File: config.mk
export PLATFORM = sky130hd
export DESIGN_NAME = ssd_scan_sequencer
export DESIGN_NICKNAME = d
export VERILOG_FILES = /design/src/rtl/ssd_scan_sequencer.sv
export SDC_FILE = /design/constraint.sdc
export NUM_CORES = 1
export LEC_CHECK = 0
export BUFFER_PORTS_ARGS = -buffer_cell sky130_fd_sc_hd__buf_2
export CAP_MARGIN = 40
export CORE_ASPECT_RATIO = 1.2
export CORE_MARGIN = 4
export CORE_UTILIZATION = 28
export CTS_CLUSTER_DIAMETER = 80
export DETAILED_ROUTE_END_ITERATION = 8
export GPL_ROUTABILITY_DRIVEN = 0
export HOLD_SLACK_MARGIN = 0.05
export PLACE_DENSITY = 0.46
export SLEW_MARGIN = 10
export SYNTH_ARGS = -nofsm -noshare
export SYNTH_HDL_FRONTEND = slang
export SYNTH_SLANG_ARGS = --single-unit
File: constraint.sdc
create_clock -name i_clk -period 3.9 [get_ports i_clk]
set_input_delay 0.195 -clock i_clk [delete_from_list [all_inputs] [get_ports i_clk]]
set_output_delay 0.195 -clock i_clk [all_outputs]
set_load 0.02 [all_outputs]
File: src/rtl/ssd_scan_sequencer.sv
// Multiplexed seven-segment scan sequencer: per-digit blanking,
// brightness PWM and frame-aligned double-buffered segment codes.
module ssd_scan_sequencer #(
    parameter int NUM_DIGITS   = 6,
    parameter int DWELL_CYCLES = 100000,
    parameter int BLANK_CYCLES = 1000,
    parameter int CNT_WIDTH    = 17
) (
    input  logic                    i_clk,
    input  logic                    i_reset,
    input  logic                    i_enable,
    input  logic [3:0]              i_brightness,
    input  logic                    i_code_wr_en,
    input  logic [8*NUM_DIGITS-1:0] i_code_wr_data,
    output logic [7:0]              o_segment,
    output logic [NUM_DIGITS-1:0]   o_digital,
    output logic                    o_frame_start,
    output logic                    o_code_applied
);

    localparam int DW = $clog2(NUM_DIGITS);
    localparam int CW = 8 * NUM_DIGITS;
    localparam logic [CNT_WIDTH-1:0] BLANK_LAST = CNT_WIDTH'(BLANK_CYCLES - 1);
    localparam logic [CNT_WIDTH-1:0] DWELL_LAST = CNT_WIDTH'(DWELL_CYCLES - 1);
    localparam logic [DW-1:0]        DIG_LAST   = DW'(NUM_DIGITS - 1);

    typedef enum logic [1:0] {
        S_IDLE,
        S_BLANK,
        S_ACTIVE
    } state_t;

    state_t                r_state, w_state;
    logic [CNT_WIDTH-1:0]  r_slot_cnt, w_slot_cnt;
    logic [DW-1:0]         r_digit_idx, w_digit_idx;
    logic [3:0]            r_pwm_cnt, w_pwm_cnt;
    logic                  r_pend_valid, w_pend_valid;
    logic [CW-1:0]         r_pending, w_pending;
    logic [CW-1:0]         r_active, w_active;
    logic [7:0]            r_segment, w_segment;
    logic [NUM_DIGITS-1:0] r_digital, w_digital;
    logic                  r_frame_start, w_frame_start;
    logic                  r_code_applied, w_code_applied;

    // Next-state logic; outputs are decoded from the next state so the
    // pins come straight from flops.
    always_comb begin
        w_state        = r_state;
        w_slot_cnt     = r_slot_cnt;
        w_digit_idx    = r_digit_idx;
        w_pwm_cnt      = r_pwm_cnt;
        w_pending      = r_pending;
        w_pend_valid   = r_pend_valid;
        w_active       = r_active;
        w_frame_start  = 1'b0;
        w_code_applied = 1'b0;
        w_segment      = 8'hFF;
        w_digital      = '1;

        if (i_code_wr_en) begin
            w_pending    = i_code_wr_data;
            w_pend_valid = 1'b1;
        end

        if (!i_enable) begin
            w_state     = S_IDLE;
            w_slot_cnt  = '0;
            w_digit_idx = '0;
            w_pwm_cnt   = '0;
        end else begin
            unique case (r_state)
                S_IDLE: begin
                    w_state       = S_BLANK;
                    w_slot_cnt    = '0;
                    w_digit_idx   = '0;
                    w_frame_start = 1'b1;
                end
                S_BLANK: begin
                    w_slot_cnt = r_slot_cnt + 1'b1;
                    if (r_slot_cnt == BLANK_LAST) begin
                        w_state   = S_ACTIVE;
                        w_pwm_cnt = '0;
                    end
                end
                S_ACTIVE: begin
                    w_pwm_cnt = r_pwm_cnt + 4'd1;
                    if (r_slot_cnt == DWELL_LAST) begin
                        w_state    = S_BLANK;
                        w_slot_cnt = '0;
                        if (r_digit_idx == DIG_LAST) begin
                            w_digit_idx   = '0;
                            w_frame_start = 1'b1;
                        end else begin
                            w_digit_idx = r_digit_idx + 1'b1;
                        end
                    end else begin
                        w_slot_cnt = r_slot_cnt + 1'b1;
                    end
                end
                default: w_state = S_IDLE;
            endcase
        end

        // Frame boundary: a same-cycle write bypasses the pending buffer.
        if (w_frame_start) begin
            if (i_code_wr_en) begin
                w_active       = i_code_wr_data;
                w_pend_valid   = 1'b0;
                w_code_applied = 1'b1;
            end else if (r_pend_valid) begin
                w_active       = r_pending;
                w_pend_valid   = 1'b0;
                w_code_applied = 1'b1;
            end
        end

        if (w_state == S_ACTIVE) begin
            w_digital[w_digit_idx] = 1'b0;
            if (w_pwm_cnt <= i_brightness)
                w_segment = w_active[8*int'(w_digit_idx) +: 8];
        end
    end

    // State, buffer and output registers with synchronous reset.
    always_ff @(posedge i_clk) begin
        if (i_reset) begin
            r_state        <= S_IDLE;
            r_slot_cnt     <= '0;
            r_digit_idx    <= '0;
            r_pwm_cnt      <= '0;
            r_pend_valid   <= 1'b0;
            r_pending      <= '1;
            r_active       <= '1;
            r_segment      <= 8'hFF;
            r_digital      <= '1;
            r_frame_start  <= 1'b0;
            r_code_applied <= 1'b0;
        end else begin
            r_state        <= w_state;
            r_slot_cnt     <= w_slot_cnt;
            r_digit_idx    <= w_digit_idx;
            r_pwm_cnt      <= w_pwm_cnt;
            r_pend_valid   <= w_pend_valid;
            r_pending      <= w_pending;
            r_active       <= w_active;
            r_segment      <= w_segment;
            r_digital      <= w_digital;
            r_frame_start  <= w_frame_start;
            r_code_applied <= w_code_applied;
        end
    end

    assign o_segment      = r_segment;
    assign o_digital      = r_digital;
    assign o_frame_start  = r_frame_start;
    assign o_code_applied = r_code_applied;

endmodule
; Yosys cells after proc, flatten, opt, wreduce, memory -nomap -nowiden
; Cells that the tools add are included.
[classes]
magnitude_cmp = 3
n_eq_ne = 6
n_reduce_logical = 7
n_mux = 28
bitwise_logic = 5
addsub = 3
n_shift = 1
[op_table]
columns = op, n
row1 = $mux 48, 3
row2 = $pmux 17 s3, 1
row3 = $shiftx 48x7->8, 1
row4 = $add 17x1->17 const B, 1
row5 = $eq 17x10->1 const B, 1
row6 = $eq 17x17->1 const B, 1
row7 = $mux 17, 1
row8 = $mux 1, 10
row9 = $mux 3, 3
row10 = $mux 4, 2
row11 = $pmux 4 s2, 1
row12 = $mux 2, 3
row13 = $not 6->6, 1
row14 = $pmux 2 s3, 1
row15 = $pmux 3 s2, 1
row16 = $reduce_or 2->1, 3
row17 = $add 4x1->4 const B, 1
row18 = $eq 2x2->1 const B, 2
row19 = $le 4x4->1, 1
row20 = $lt 3x4->1 const B, 1
row21 = $not 1->1, 4
row22 = $add 3x1->3 const B, 1
row23 = $demux 1 s3, 1
row24 = $eq 3x3->1 const B, 1
row25 = other kinds (7), 7
[totals]
reg_bits = 139
input_bits = 56

; Longest topological paths before layout
[depth]
depth_word = 10
ltp_mapped = 17
ltp_nobuf = 15

; Worst setup path after synthesis
; OpenSTA, ideal clock, no wires.
[synth_path]
path_type = register -> register
from = register r_slot_cnt[12]
to = register r_segment[6], in the netlist o_segment[6]
required_ns = 3.768
setup_time_ns = 0.132
synth_period_minus_slack_ns = 3.647
t_arrival_ns = 3.514
path_stages_with_launch = 17
path_slack_ns = 0.253
path_buffers = 2
cell_sequence = dfxtp_1 -> or4_4 -> or2_1 -> buf_2 -> o21ai_1 -> nand2_1 -> a32oi_1 -> nor2_1 -> ha_1 -> nor2b_1 -> o21a_1 -> o21a_1 -> o21a_1 -> or4b_1 -> buf_1 -> a221oi_2 -> nand4_1
[synth_via]
elab_chain_cells = 7
word_cells_on_any_way = 22
[synth_lines]
columns = element, line
row1 = start: declaration, 34  ; logic [CNT_WIDTH-1:0] r_slot_cnt, w_slot_cnt;
row2 = start signal: assignment, 140  ; r_slot_cnt <= w_slot_cnt;
row3 = $eq 17x10->1, 80  ; if (r_slot_cnt == BLANK_LAST) begin
row4 = $mux 4, 80
row5 = $pmux 4 s2, 71  ; unique case (r_state)
row6 = $mux 4, 65  ; if (!i_enable) begin
row7 = named net w_pwm_cnt[1], 36  ; logic [3:0] r_pwm_cnt, w_pwm_cnt;
row8 = $le 4x4->1, 119  ; if (w_pwm_cnt <= i_brightness)
row9 = $not 1->1 (no source line), -
row10 = $reduce_or 3->1 (no source line), -
row11 = end signal: assignment, 146  ; r_segment <= w_segment;
row12 = end: declaration, 40  ; logic [7:0] r_segment, w_segment;
; The timed path passes the listed nets, and every way through them passes these cells.
; A chain may end at the register's enable or synchronous reset.

; Worst setup path in the final report
[layout_path]
from = register r_slot_cnt[11]
to = register r_segment[6], in the netlist o_segment[6]
; Same word-level chain as after synthesis.

==> summary.txt <==
Placement
  • Port buffer count: 71
  • Placed wire-length estimate: 13120 um

Cells and area
  • Storage element area: 0.002783 mm2
  • Finished Core Util: 36.24%
  • Fill cell count: 2270
  • # diodes: 0
  • Most frequent cells in the layout: 139 x dfxtp_1, 71 x buf_2, 67 x nand2_1, 67 x or2_2, 64 x nor2_1
  • Final nets: 872
  • Footprint of the multi-input gates: 0.003267 mm2
  • Area delta synth->final: 26.50%
  • Commonest non-fill, non-tap cell in the layout: dfxtp_1
  • Layout cells sized above 1: 26.84%

Synth
  • Post-Synth Simple-Gate Area: 23.07%
  • Yosys cell types: 56
  • Sequential fraction of the synthesis area: 44.45%
  • Syn_area_per_cell: 8.943 um2
  • Post-synthesis compound-gate area fraction: 18.67%
  • Post-synth EDFFs: 0
  • Largest family of logic cells by synthesized area: simple AND/OR/NAND/NOR gates
  • Synthesized flop and latch total: 139
  • Yosys Warn Count: 0
  • Mapped cell area: 0.006260 mm2
  • Syn Inst Count: 700
  • Ys flop type: dfxtp_1
  • Mux contribution to synthesized area: 6.076%
  • Post-Synth Adder-Cell Area: 2.199%
  • Xor-xnor portion of the synthesized cell area: 1.819%
  • Synth async-reset ratio: 0%
  • Synth Net Count: 767

Power and ir drop
  • Leakage power: 3.055 nW
  • Worst vdd ir: 0.0002788 V
  • Pwr/cell area: 429.2 mW/mm2
  • Tot Pwr: 3.399 mW

Detailed routing
  • Vias per cell: 4.892
  • Routed vias: 5332
  • WL final: 18940 um
  • Starting DRT DRC Count: 380
  • Wirelength per Cell: 17.37 um
  • DRC violations left: 0
  • Routed Antenna Nets: 0
  • Drt pass-1 iters: 4

Floorplanning
  • Die width: 144.5 um
  • Die Ht: 171.8 um
  • Io pins: 72
  • Total core area: 0.02185 mm2
  • Initial Util: 28.65%
  • Die area: 0.02482 mm2
  • Cell row count: 59

Clock tree
  • H-Tree Depth: 4
  • CTS Buf Count: 17
  • CTS tree: done
  • Clock tree buffer depth: 2
  • Sink Count: 139
  • Root Driver: clkbuf_16
  • Worst skew pair latency: 420 ps
  • Clock transition at path regs: 60 ps

Hold path
  • HP Start: i_code_wr_data[19]
  • Hold WC Path Type: in2reg

STA
  • Worst-margin pin slew: 914.6 ps
  • Final Slew Violations: 0
  • Slew margin rel.: 39.03%
  • Setup_tns: 0 ps
  • Final period util: 92.22%
  • Hold slack: 76.38 ps
  • Tmin final: 3597 ps
  • FMAX: 278.0 MHz
  • RSZ-0062 raised after global routing: false
  • Final Hold Viols: 0
  • Clock skew: 13.73 ps
  • Final setup violation count: 0

Global routing
  • GR Util All Layers: 15.62%
  • First-pass GRT wire length: 30060 um
  • Number of global-route vias before repair: 5401
  • Initial antenna violation count: 1
  • Total grt overflow: 0
  • Maximum number of pins on one net before global-route repair: 54

Critical path
  • R2r startpoint: r_slot_cnt[11]
  • Setup crit start kind: flip-flop
  • Arr. time, crit path: 3890 ps
  • CP Capture Type: flip-flop
  • Worst Path Required: 4190 ps
  • Worst setup path class: reg2reg
  • CP Launch Point: r_slot_cnt[11]
  • CP Max Fanout: 8

Flow run
  • Max Cap Viol: 0

Run status
  • Status: complete, no violations
[synth_stat cells (11+ instances only)]
cell      number  area share [%]
dfxtp_1      139              44
nand2_1       67             4.0
or2_2         67             6.7
nor2_1        64             3.8
mux2i_1       38             6.1
a21oi_1       35             2.8
clkbuf_1      31             1.9
o221a_2       22             4.0
o21ai_0       20             1.6
o22ai_1       18             1.8
nand3_1       14             1.1
nand4_1       13             1.3
ha_1          11             2.2
[sequential cells by signal, indices dropped and copies added (netlist names)]
name / count
r_active: 48
r_pending: 48
r_slot_cnt: 17
o_segment: 8
o_digital: 6
r_pwm_cnt: 4
r_digit_idx: 3
r_state: 2
o_code_applied: 1
o_frame_start: 1
r_pend_valid: 1
[repair_timing]
| action | CTS | global route |
|---|---|---|
| hold endpoints to repair | 40 | 0 |
| gates resized for setup | 0 | 3 |
| setup buffers | 0 | 0 |
| setup endpoints to repair | 0 | 8 |
| hold buffers | 40 | 0 |
[per-stage QoR]
stage          instances  area, um2  worst slack [ps]
5_1_grt             1090       7919             32.45
3_3_place_gp        1020       6939             153.6
3_5_place_dp        1020       6939             137.5
2_1_floorplan        700       6260             253.5
6_report            1090       7919             303.4
4_1_cts             1090       7904             97.18
[cell families (layout without fill, tap and decap cells)]
logic type	Yosys count	in the layout
muxes	38	38
adders and majority gates	11	11
DFF	139	139
AOI/OAI and AO/OA	157	157
buffers and inverters	59	175
xor gates and xnor gates	13	13
and+or+nand+nor	283	283
[metal layers]
metal	share of wire [%]	track usage, %	vias up
met5	0.037	0	-
met4	1.8	4.909	2
met3	2.8	3.254	20
met2	48	25.86	90
met1	47	20.36	2494
li1	-	-	2726
[final cells by class]
type,instances,area share [%]
multi-input cells,502,41.25
flip-flops and latches,139,35.14
repair buffers,132,11.53
clock buffers,24,6.336
well taps,274,4.329
clock inverters,6,0.7900
inverters,13,0.6162
[worst paths after layout]
check | endpoint | slack, ps | depth (start not counted)
worst max register to register | o_segment[6] | 300 | 14
worst min register to register | r_pending[26] | 460 | 2
worst min-delay path | r_pending[19] | 80 | 3
worst max-delay path | o_segment[6] | 300 | 14
[report_power, final]
| group | internal [mW] | leakage [nW] | switching [mW] | total [mW] |
|---|---|---|---|---|
| Sequential | 1.48 | 1.14 | 0.0252 | 1.50 |
| Clock | 0.953 | 0.270 | 0.619 | 1.57 |
| Combinational | 0.154 | 1.65 | 0.170 | 0.324 |
[critical path: stages (launching register included)]
cell,delay (ps)
dfxtp_1,320
or4_4,560
or2_1,250
o21ai_2,160
nand2_1,100
a32oi_2,190
nor2_1,60
ha_1,280
nor2b_1,140
o21a_1,160
o21a_1,160
o21a_1,160
or4b_4,610
a221oi_2,210
nand4_1,90
Power figures use the tool's default switching activity.
